$ cat src/rtl/nlp_rx.sv
// rtl/nlp_rx.sv - 10BASE-T normal link pulse receiver and link-integrity monitor
// Qualifies rx pulses by width and spacing and drives a registered link status.
module nlp_rx #(
  parameter int PW_MIN   = 1,
  parameter int PW_MAX   = 4,
  parameter int INT_MIN  = 40000,
  parameter int INT_MAX  = 500000,
  parameter int LOSS_CYC = 1000000,
  parameter int LC_MAX   = 3
) (
  input  logic clk,
  input  logic rst_n,
  input  logic rx,
  output logic link_up,
  output logic nlp_valid,
  output logic nlp_err
);

  localparam int GCW = $clog2(LC_MAX + 1);

  localparam logic [GCW-1:0] GC_ONE  = GCW'(1);
  localparam logic [GCW-1:0] GC_FULL = GCW'(LC_MAX);

  localparam logic [3:0] W_MIN = 4'(PW_MIN);
  localparam logic [3:0] W_MAX = 4'(PW_MAX);
  localparam logic [3:0] W_SAT = 4'(PW_MAX + 1);

  localparam logic [31:0] I_MIN  = 32'(INT_MIN);
  localparam logic [31:0] I_MAX  = 32'(INT_MAX);
  localparam logic [31:0] I_LOSS = 32'(LOSS_CYC);

  localparam logic [0:0] FAIL = 1'b0;
  localparam logic [0:0] PASS = 1'b1;

  logic           rx_m;
  logic           rx_s;
  logic           rx_d;
  logic           rise;
  logic           fall;
  logic [3:0]     wc;
  logic [31:0]    ic;
  logic [GCW-1:0] gc;
  logic [0:0]     state;

  logic [0:0]     state_nxt;
  logic [GCW-1:0] gc_nxt;
  logic           ic_clr;
  logic           valid_nxt;
  logic           err_nxt;
  logic           pulse_ok;
  logic           in_window;
  logic           early;
  logic           timeout;

  always_ff @(posedge clk or negedge rst_n) begin
    if (!rst_n) begin
      rx_m <= 1'b0;
      rx_s <= 1'b0;
      rx_d <= 1'b0;
    end else begin
      rx_m <= rx;
      rx_s <= rx_m;
      rx_d <= rx_s;
    end
  end

  assign rise = rx_s & ~rx_d;
  assign fall = ~rx_s & rx_d;

  // Loading 1 on the rising edge counts that first high cycle, so wc equals the pin width at the fall.
  always_ff @(posedge clk or negedge rst_n) begin
    if (!rst_n) begin
      wc <= 4'd0;
    end else if (rise) begin
      wc <= 4'd1;
    end else if (rx_s && (wc != W_SAT)) begin
      wc <= wc + 4'd1;
    end
  end

  assign pulse_ok  = (wc >= W_MIN) && (wc <= W_MAX);
  assign in_window = (ic >= I_MIN) && (ic <= I_MAX);
  assign early     = (ic < I_MIN);

  always_comb begin
    state_nxt = state;
    gc_nxt    = gc;
    ic_clr    = 1'b0;
    valid_nxt = 1'b0;
    err_nxt   = 1'b0;
    if (fall) begin
      if (state == FAIL) begin
        if (!pulse_ok) begin
          gc_nxt  = '0;
          err_nxt = 1'b1;
        end else if (gc == '0) begin
          valid_nxt = 1'b1;
          ic_clr    = 1'b1;
          if (GC_ONE == GC_FULL) begin
            state_nxt = PASS;
            gc_nxt    = '0;
          end else begin
            gc_nxt = GC_ONE;
          end
        end else if (in_window) begin
          valid_nxt = 1'b1;
          ic_clr    = 1'b1;
          if ((gc + GC_ONE) == GC_FULL) begin
            state_nxt = PASS;
            gc_nxt    = '0;
          end else begin
            gc_nxt = gc + GC_ONE;
          end
        end else if (early) begin
          gc_nxt  = '0;
          err_nxt = 1'b1;
        end else begin
          // Too late: this pulse starts a fresh sequence.
          gc_nxt    = GC_ONE;
          valid_nxt = 1'b1;
          ic_clr    = 1'b1;
        end
      end else begin
        if (!pulse_ok) begin
          // Data activity keeps the link alive even though it is not an NLP.
          ic_clr  = 1'b1;
          err_nxt = 1'b1;
        end else if (!early) begin
          valid_nxt = 1'b1;
          ic_clr    = 1'b1;
        end else begin
          err_nxt = 1'b1;
        end
      end
    end
    // Fires on the cycle ic would step onto LOSS_CYC; a clearing pulse the same cycle wins.
    timeout = (state == PASS) && !ic_clr && (ic >= I_LOSS - 32'd1);
    if (timeout) begin
      state_nxt = FAIL;
      gc_nxt    = '0;
    end
  end

  always_ff @(posedge clk or negedge rst_n) begin
    if (!rst_n) begin
      ic <= 32'd0;
    end else if (ic_clr) begin
      ic <= 32'd0;
    end else if (ic < I_LOSS) begin
      ic <= ic + 32'd1;
    end
  end

  always_ff @(posedge clk or negedge rst_n) begin
    if (!rst_n) begin
      state     <= FAIL;
      gc        <= '0;
      link_up   <= 1'b0;
      nlp_valid <= 1'b0;
      nlp_err   <= 1'b0;
    end else begin
      state     <= state_nxt;
      gc        <= gc_nxt;
      link_up   <= (state_nxt == PASS);
      nlp_valid <= valid_nxt;
      nlp_err   <= err_nxt;
    end
  end

endmodule
$ cat config.mk
export PLATFORM = sky130hd
export DESIGN_NAME = nlp_rx
export DESIGN_NICKNAME = d
export VERILOG_FILES = /design/src/rtl/nlp_rx.sv
export SDC_FILE = /design/constraint.sdc
export NUM_CORES = 1
export LEC_CHECK = 0
export CORE_UTILIZATION = 50
export CTS_CLUSTER_SIZE = 24
export DETAILED_ROUTE_END_ITERATION = 8
export GPL_ROUTABILITY_DRIVEN = 0
export GPL_TIMING_DRIVEN = 0
export MAX_ROUTING_LAYER = met4
export PLACE_DENSITY = 0.77
export SLEW_MARGIN = 5
export SYNTH_ARGS = -nofsm -noshare
export SYNTH_HDL_FRONTEND = slang
export SYNTH_SLANG_ARGS = --single-unit
$ cat constraint.sdc
create_clock -name clk -period 2.11 [get_ports clk]
set_input_delay 0.633 -clock clk [delete_from_list [all_inputs] [get_ports clk]]
set_output_delay 0.633 -clock clk [all_outputs]
set_load 0.01 [all_outputs]
==> flow_summary_export.csv <==
group,metric,value,unit
outcome,status,"finished, violations left",
clock_network,clock_latency,0.30,ns
place,port_buffers,5,
flow_run,maxCapViolations,0,
synthesis,synth_nets,246,
synthesis,syn_inst,237,
floorplan,start_util,52.96,%
route,drtAntennaViolNets,0,
place,hpwlAfterDp,3050,um
clock_network,clock-root-buffer,"clkbuf_8",
synthesis,synth-main-ff-cell,"dfrtp_1",
route,routed_wl,4402,um
setup_path,rr_startpoint,"ic[15]",
finish,postLayoutCoreUtil,59.80,%
clock_network,cts_max_level,2,
synthesis,ys_seq_area_share,46.78,%
outcome,violations,"DRC",
setup_path,worstPathArrival,2.19,ns
finish,syn2layout_area_growth,12.92,%
finish,drive_gt1_share,16.60,%
pwr,max-vdd-ir-drop,0.5453,mV
pwr,power,2.045,mW
synthesis,synthMuxAreaShare,0.4253,%
clock_network,cts_buffer_depth,2,
sta,slew_violations,0,
sta,fin_worst_skew,0.009098,ns
finish,fillerInstances,379,
synthesis,syn_avg_cell_area,9.930,um2
place,place_inst,295,
synthesis,synth_compound_area_share,10.53,%
synthesis,synth-seq-cells,44,
grt,antenna_found_initial,0,
floorplan,die_x,70.61,um
floorplan,num_rows,24,
setup_path,cp-startpoint,"ic[15]",
pwr,power_leakage,1.143,nW
floorplan,die_h,70.61,um
synthesis,synth_most_common_cell,"dfrtp_1",
finish,top_register,"ic",
grt,grtUsageTotal,20.70,%
route,via_per_inst,5.862,
synthesis,synth_async_sr_flop_share,100.0,%
grt,grt_pass1_wl,7859,um
synthesis,yosysTopAreaCell,"dfrtp_1",
clock_network,cts_num_sinks,44,
clock_network,cts_buffers,5,
sta,fin_tns_setup,0,ns
grt,grt_pass1_vias,1726,
setup_path,worstPathCellList,"clkbuf_1 -> nand4_1 -> o211ai_1 -> nor2_1 -> a31oi_2 -> buf_2 -> nor2_1",
grt,grt_max_degree,35,
sta,setup_viol,0,
synthesis,synth_top_family_by_area,"simple AND/OR/NAND/NOR gates",
synthesis,netlist_area,2354,um2
worst_hold_path,worstHoldPathType,"input port to asynchronous set/reset pin",
route,avgRoutedWirePerCell,14.43,um
setup_path,critPathSlowestCell,"o211ai_1",
sta,min_period,2.010,ns
sta,fmax,0.4975,GHz
floorplan,die_area,4985,um2
sta,hold_viol_final,0,
finish,multi_input_area,1212,um2
setup_path,start_kind,"flop",
synthesis,synth_adder_area_share,3.190,%
synthesis,synthTopCellsByArea,"dfrtp_1 47%, xnor2_1 4.8%, nor2_1 4.8%",
route,drtPass1Iterations,6,
sta,hold_ws,0.1989,ns
setup_path,slowest_delay,0.33,ns
route,vias,1788,
sta,maxSlewHeadroom,70.02,%
floorplan,pin_count,6,
synthesis,yosys_warnings,0,
route,drt-initial-drc-count,95,
setup_path,critical_path_required,2.29,ns
setup_path,crit_type,"flop to flop",
synthesis,synth_edf_count,0,
clock_network,cts_tree,"built",
sta,setup_ws,0.09994,ns
finish,final-seq-area,1101,um2
sta,rsz0062_at_grt,"yes",
setup_path,path_max_fanout,10,
route,remaining_drc_errors,2,
clock_network,clkTransAtPathRegs,0.08,ns
setup_path,crit_path_frequent_cell,"nor2_1",
finish,largest_register_ffs,32,
floorplan,coreArea,4444,um2
finish,nets,262,
finish,reg_top3,"ic (32), wc (4), gc (2)",
synthesis,synth.distinct_cells,48,
synthesis,synth-xor-area-share,6.326,%
finish,postLayoutCellArea,2658,um2
setup_path,crit_path_end_kind,"flop",
sta,min_period_over_period,95.26,%
synthesis,synth.top_cells.by_count,"44 x dfrtp_1, 30 x nor2_1, 16 x nand4_1",
finish,stdcell_count,305,
sta,tightest_slew,0.4498,ns
pwr,power_density,769.6,nW/um2
finish,antenna_cells,0,
synthesis,synthSimpleGateAreaFrac,28.07,%
place,preCtsSetupSlack,-0.1846,ns
grt,overflow,0,
place,placed_cell_area,2484,um2
synthesis,synth_top_area_share,46.78,%
==> layer usage <==
metal	vias up	GRT usage, %	wire length [um]
met5	-	-	0
met4	0	8.667	65
met3	6	4.701	156
met2	35	30.31	2092
met1	865	28.00	2088
li1	882	-	-
==> final cells by class <==
cell class	instances	share of cell area, %
multi-input combinational	171	45.62
sequential	44	41.43
timing repair buffer	9	3.296
buffer	15	3.154
clock buffer	5	2.589
tap	52	2.448
inverter	7	0.9887
clock inverter	2	0.4708
==> cells in the final DEF, fill, tap and decap left out, drive strengths merged, types with 3 or more instances in the layout <==
| cell | synthesis | final |
|---|---|---|
| ha | 6 | 6 |
| and4 | 3 | 3 |
| dfrtp | 44 | 44 |
| nor2 | 30 | 30 |
| nand4 | 16 | 16 |
| clkdlybuf4s50 | 0 | 4 |
| nand2 | 7 | 7 |
| nor3 | 10 | 10 |
| and3 | 3 | 3 |
| inv | 7 | 7 |
| nand3 | 9 | 9 |
| clkbuf | 7 | 12 |
| a21oi | 7 | 7 |
| nor4 | 10 | 10 |
| or3 | 4 | 4 |
| xor2 | 4 | 4 |
| buf | 8 | 13 |
| xnor2 | 13 | 13 |
| o21ai | 7 | 7 |
| nor2b | 14 | 14 |
==> power by group <==
group / internal [mW] / switching (mW)
Sequential: 0.931 / 0.101
Combinational: 0.217 / 0.288
Clock: 0.224 / 0.283
==> critical path, delay by kind of cell (launching register included) <==
family	cells	cell delay, ns
AO/OA/AOI/OAI	2	0.64
buffers and inverters	2	0.59
AND/OR/NAND/NOR	3	0.34
flip-flops	1	0.32
==> what timing repair did <==
item                       in CTS  in global routing
gates cloned                    0                  0
gates resized for setup         2                  8
buffers inserted                1                  2
setup endpoints to repair      30                 32
hold buffers                    0                  0
pin swaps                       1                  2
==> kinds of logic after synthesis <==
kind of cell,after synthesis
AND/OR/NAND/NOR,116
buffers and inverters,22
flip-flops,44
XOR/XNOR,17
multiplexers,1
adder cells (fa/ha/maj),6
AO/OA/AOI/OAI,31
==> final timing paths <==
check	to	slack, ns	depth (start not counted)
hold / removal	rx_d	0.20	1
hold reg to reg	rx_s	0.35	0
setup / recovery	ic[14]	0.1	7
max in group asynchronous	ic[15]	1.44	2
min in group clk	rx_s	0.35	0
setup reg to reg	ic[14]	0.1	7
Note: power is estimated with default switching activity, not from simulation.
